## config.mk

```make
export PLATFORM = sky130hd
export DESIGN_NAME = if_id_skid_stage
export DESIGN_NICKNAME = d
export VERILOG_FILES = /design/src/rtl/if_id_skid_stage_pkg.sv /design/src/rtl/if_id_skid_stage_skid_entry_reg.sv /design/src/rtl/if_id_skid_stage.sv
export SDC_FILE = /design/constraint.sdc
export NUM_CORES = 1
export LEC_CHECK = 0
export ABC_CLOCK_PERIOD_IN_PS = 1200
export CORE_ASPECT_RATIO = 1.2
export CORE_MARGIN = 1
export CORE_UTILIZATION = 45
export DETAILED_ROUTE_END_ITERATION = 6
export PLACE_DENSITY = 0.77
export SLEW_MARGIN = 20
export SYNTH_ARGS = -nofsm -noshare
export SYNTH_HDL_FRONTEND = slang
export SYNTH_SLANG_ARGS = --single-unit
```

## constraint.sdc

```tcl
create_clock -name clk -period 1.2 [get_ports clk]
set_input_delay 0.24 -clock clk [delete_from_list [all_inputs] [get_ports clk]]
set_output_delay 0.24 -clock clk [all_outputs]
set_load 0.01 [all_outputs]
```

## src/rtl/if_id_skid_stage_pkg.sv

```systemverilog
// if_id_skid_stage_pkg: shared widths, zero word and boolean constants for the IF->ID skid stage.
package if_id_skid_stage_pkg;
  localparam int ADDR_W_DEF = 32;
  localparam int INST_W_DEF = 32;
  localparam int BRIDX_W_DEF = 8;
  localparam logic [31:0] ZERO_WORD = 32'h0;
  localparam logic TRUE = 1'b1;
  localparam logic FALSE = 1'b0;
endpackage

```

## src/rtl/if_id_skid_stage_skid_entry_reg.sv

```systemverilog
// skid_entry_reg: one valid+payload register; clear zeroes both, load captures, drop only invalidates.
module skid_entry_reg
  import if_id_skid_stage_pkg::*;
#(
  parameter int W = 8
) (
  input  logic         clk,
  input  logic         rst,
  input  logic         clr,
  input  logic         load,
  input  logic         drop,
  input  logic [W-1:0] d,
  output logic         valid,
  output logic [W-1:0] q
);
  always_ff @(posedge clk) begin
    if (rst || clr) begin
      valid <= FALSE;
      q <= '0;
    end else if (load) begin
      valid <= TRUE;
      q <= d;
    end else if (drop) begin
      valid <= FALSE;
    end
  end
endmodule

```

## src/rtl/if_id_skid_stage.sv

```systemverilog
// if_id_skid_stage: IF->ID valid/ready boundary with head+skid entries and a registered in_ready.
// Optional IF_ID_PERF_EN adds saturating stall/flush counters.
module if_id_skid_stage
  import if_id_skid_stage_pkg::*;
#(
  parameter int ADDR_W = ADDR_W_DEF,
  parameter int INST_W = INST_W_DEF,
  parameter int BRIDX_W = BRIDX_W_DEF
`ifdef IF_ID_PERF_EN
  , parameter int CNT_W = 32
`endif
) (
  input  logic               clk,
  input  logic               rst,
  input  logic               flush,
  input  logic               in_valid,
  output logic               in_ready,
  input  logic [ADDR_W-1:0]  in_pc,
  input  logic [INST_W-1:0]  in_inst,
  input  logic [BRIDX_W-1:0] in_br_index,
  input  logic               in_prd_jmp,
  output logic               out_valid,
  input  logic               out_ready,
  output logic [ADDR_W-1:0]  out_pc,
  output logic [INST_W-1:0]  out_inst,
  output logic [BRIDX_W-1:0] out_br_index,
  output logic               out_prd_jmp
`ifdef IF_ID_PERF_EN
  , output logic [CNT_W-1:0] perf_stall
  , output logic [CNT_W-1:0] perf_flush
`endif
);
  localparam int PW = ADDR_W + INST_W + BRIDX_W + 1;
  logic head_valid, skid_valid, accept, pop, advance;
  logic head_load, head_drop, skid_load, skid_drop;
  logic [PW-1:0] in_pay, head_q, skid_q, head_d;
  assign in_pay = {in_pc, in_inst, in_br_index, in_prd_jmp};
  assign {out_pc, out_inst, out_br_index, out_prd_jmp} = head_q;
  assign out_valid = head_valid;
  // skid_valid is itself a flop, so in_ready has no combinational path from out_ready
  assign in_ready = ~skid_valid;
  assign accept = in_valid & in_ready;
  assign pop = head_valid & out_ready;
  assign advance = ~head_valid | pop;
  assign head_load = advance & (skid_valid | accept);
  assign head_drop = advance & ~skid_valid & ~accept;
  assign head_d = skid_valid ? skid_q : in_pay;
  assign skid_load = accept & (~advance | skid_valid);
  assign skid_drop = advance & skid_valid;
  skid_entry_reg #(.W(PW)) u_head (
    .clk(clk), .rst(rst), .clr(flush), .load(head_load), .drop(head_drop),
    .d(head_d), .valid(head_valid), .q(head_q)
  );
  skid_entry_reg #(.W(PW)) u_skid (
    .clk(clk), .rst(rst), .clr(flush), .load(skid_load), .drop(skid_drop),
    .d(in_pay), .valid(skid_valid), .q(skid_q)
  );
`ifdef IF_ID_PERF_EN
  always_ff @(posedge clk) begin
    if (rst) begin
      perf_stall <= '0;
      perf_flush <= '0;
    end else begin
      if (head_valid && !out_ready && perf_stall != '1) perf_stall <= perf_stall + 1'b1;
      if (flush && (head_valid || skid_valid) && perf_flush != '1) perf_flush <= perf_flush + 1'b1;
    end
  end
`endif
endmodule

```

==> impl_metrics.toml <==
[detailed_routing]
via_per_inst = 5.78
dr.pass1.iters = 5
wl_per_cell_um = 21.5
vias = 5996
remaining_drc_errors = 0
wl_mm = 22.3
final_antenna_net_count = 0
drt_iter0_drc = 370

[layout]
seqCellArea_um2 = 3060
area_growth_pct = 65.6
multiInputGateArea_um2 = 3860
fill_cells = 848
fin_nets = 931
fin_area_um2 = 10400
drive_gt1_share_pct = 52.5
final_util_pct = 75.9

[grt]
grt_max_degree = 32
overflow = 0
antenna_found_initial = 2
grt_pass1_wl_mm = 32.8
grt_pass1_vias = 6103
grt_usage_pct = 30.0

[power_and_ir_drop]
power_density_nw_per_um2 = 1250
irDropWorstVdd_mv = 1.13
power_frac_comb_pct = 14.9
p_int_mw = 9.92
p_seq_share_pct = 39.6
p_sw_mw = 3.14
power_frac_clock_pct = 45.5
p_leak_nw = 3.70
p_sw_share_pct = 24.0

[setup_path]
cp-end-kind = "flop"
timing.rr.end = "u_skid.q[62]"
arrival_ns = 1.82
crit_family = "buffers and inverters"
start_kind = "flop"
critPathMaxFanout = 6
slowest_delay_ns = 0.37
crit_buf_inv = 3
crit_type = "flop to flop"
reg2reg_depth = 6
slowest_stage = "dfxtp_4"
r2r_slack_ns = -0.25
cp_cell_sequence = "nor4bb_4, buf_6, buf_12, clkbuf_16, nand2_2, a21oi_1"
r2r-start = "u_skid.valid"
cp.required_ns = 1.57

[timing]
timing.final.ws_setup_ns = -0.250
hold_viol = 0
setup_tns_ns = -22.14
drv_slew = 0
fmax_mhz = 690
setup_viol = 147
fin_worst_hold_slack_ns = 0.385
post-route-period-util_pct = 121
post-route-min-period_ns = 1.45
skew_ns = 0.0107
rsz0062_at_grt = "yes"
slew_headroom_pct = 75.8
worstMarginPinSlew_ns = 0.363

[logic_synthesis]
synth_top_area_share_pct = 47.0
syn_area_um2 = 6310
synth_nets = 740
synth_cell_types = 20
syn_inst = 662
synthTopCellsByArea = "dfxtp_1, a211oi_2, a21oi_1, mux2i_1, nand2_1"
syn_avg_cell_area_um2 = 9.53
yosysTopAreaCell = "dfxtp_1"
ys_seq_area_share_pct = 47.0
yosysWarnings = 0
ys_ff_latch = 148

[floorplan]
die_area_um2 = 14500
coreArea_um2 = 13800
initial_core_util_pct = 45.9
die-width_um = 110
ios = 153
rows = 47
die_h_um = 132

[place]
io_buffers = 152
dpl.hpwl_mm = 11.6
post-place-ws_ns = -0.554
place_congestion = 0.792
place_area_um2 = 8490

[worst_hold_path]
hold_path.class = "input port to flop"
min_to = "u_skid.q[61]"
min_from = "in_pc[20]"
min_path_cells = 3

[run_status]
status = "finished, violations left"
violations = "setup timing"

[cts]
clkSlewWorstSetupHoldPaths_ns = 0.07
cts.htree.levels = 4
cts_buffers = 17
worst_skew_pair.late_latency_ns = 0.43
tritoncts = "done"
cts-root-buf = "clkbuf_16"
clock_sinks = 148
cts_buffer_depth = 2

[run]
cap_violations = 0
cell families (layout without fill, tap and decap cells):
| kind of cell | count (synthesis) | after routing | share of synthesized area, % |
|---|---|---|---|
| AO/OA/AOI/OAI | 220 | 220 | 25.9 |
| buffers and inverters | 67 | 270 | 6.01 |
| flip-flops | 148 | 148 | 47.0 |
| multiplexers | 73 | 73 | 11.6 |
| other | 0 | 1 | 0 |
| AND/OR/NAND/NOR | 154 | 155 | 9.56 |
final cells by class:
| type | count | area share, % |
|---|---|---|
| Inverter | 1 | 0.0359 |
| Antenna cell | 1 | 0.0239 |
| Timing Repair Buffer | 237 | 25.5 |
| Multi-Input combinational cell | 448 | 36.9 |
| Clock buffer | 23 | 4.59 |
| Tap cell | 171 | 2.05 |
| Clock inverter | 9 | 1.65 |
| Sequential cell | 148 | 29.2 |
registers in the layout, indices dropped and copies added (netlist names):
name,flops
u_skid.valid,1
u_head.q,73
u_head.valid,1
u_skid.q,73
per-stage QoR:
stage / total power [mW] / std cells
2_1_floorplan: 6.03 / 662
3_3_place_gp: 6.71 / 955
3_5_place_dp: 6.75 / 955
4_1_cts: 13.0 / 1033
5_1_grt: 13.4 / 1038
6_report: 13.1 / 1038
repair_timing:
item,in CTS,in global routing
hold buffers,0,0
gates resized for setup,447,93
setup buffers,26,9
endpoints found under the setup margin,221,157
cloned,22,3
pin swaps,57,33
tightest hold or removal path, cell delays in order:
cell	delay [ns]
clkdlybuf4s50_1	0.42
nand2_1	0.06
a21oi_1	0.05
how the worst max path moves through the flow:
stage | start | endpoint | slack [ns] | cells after the start
5_1_grt | u_skid.valid | u_skid.q[57] | -0.31 | 6
2_1_floorplan | u_skid.valid | u_head.q[10] | -0.08 | 6
3_5_place_dp | in_valid | u_skid.q[31] | -0.55 | 6
6_report | u_skid.valid | u_skid.q[62] | -0.25 | 6
3_3_place_gp | in_valid | u_skid.q[33] | -0.46 | 6
4_1_cts | u_skid.valid | u_skid.q[52] | -0.22 | 5
cell usage after synthesis:
master     count
a21oi_1      147
inv_1          1
mux2i_1       73
nand2_1      146
nand4bb_1      1
nor2_1         1
nand2b_1       1
nor4bb_1       1
nor3_1         1
and2_1         1
a211oi_1       3
buf_2         24
buf_1          5
buf_6          9
a211oi_2      70
or2_2          1
buf_4          8
or2_1          1
clkbuf_1      20
dfxtp_1      148
power by group through the flow:
stage	clock [mW]	sequential (mW)	combinational, mW
after floorplan	0	5.28	0.756
after global placement	0	5.24	1.47
after detailed placement	0	5.24	1.51
after CTS	5.94	5.15	1.86
after global routing	6.20	5.18	2.04
final	5.95	5.17	1.95
placed cells by master (no fill, tap or decap), types with 2 or more instances in the layout:
cell type and instances:
a21oi_2 42, or2_4 2, buf_6 14, buf_12 27
buf_4 25, clkinv_2 3, buf_8 4, nand2_4 4
nand2_1 133, mux2i_2 14, nand2_2 9, dfxtp_1 80
buf_16 18, a211oi_2 72, and2_4 2, clkbuf_16 21
mux2i_1 59, buf_2 68, a21oi_4 50, bufinv_16 5
dfxtp_2 65, clkdlybuf4s50_1 76, clkbuf_1 4, a21oi_1 55
dfxtp_4 3
routing by layer:
metal,up-vias,GRT usage [%],routed length (um)
li1,2730,-,-
met5,-,0,0
met2,236,52.1,11800
met1,2976,33.8,8600
met3,54,7.44,1350
met4,0,13.7,619
Power figures use the tool's default switching activity.
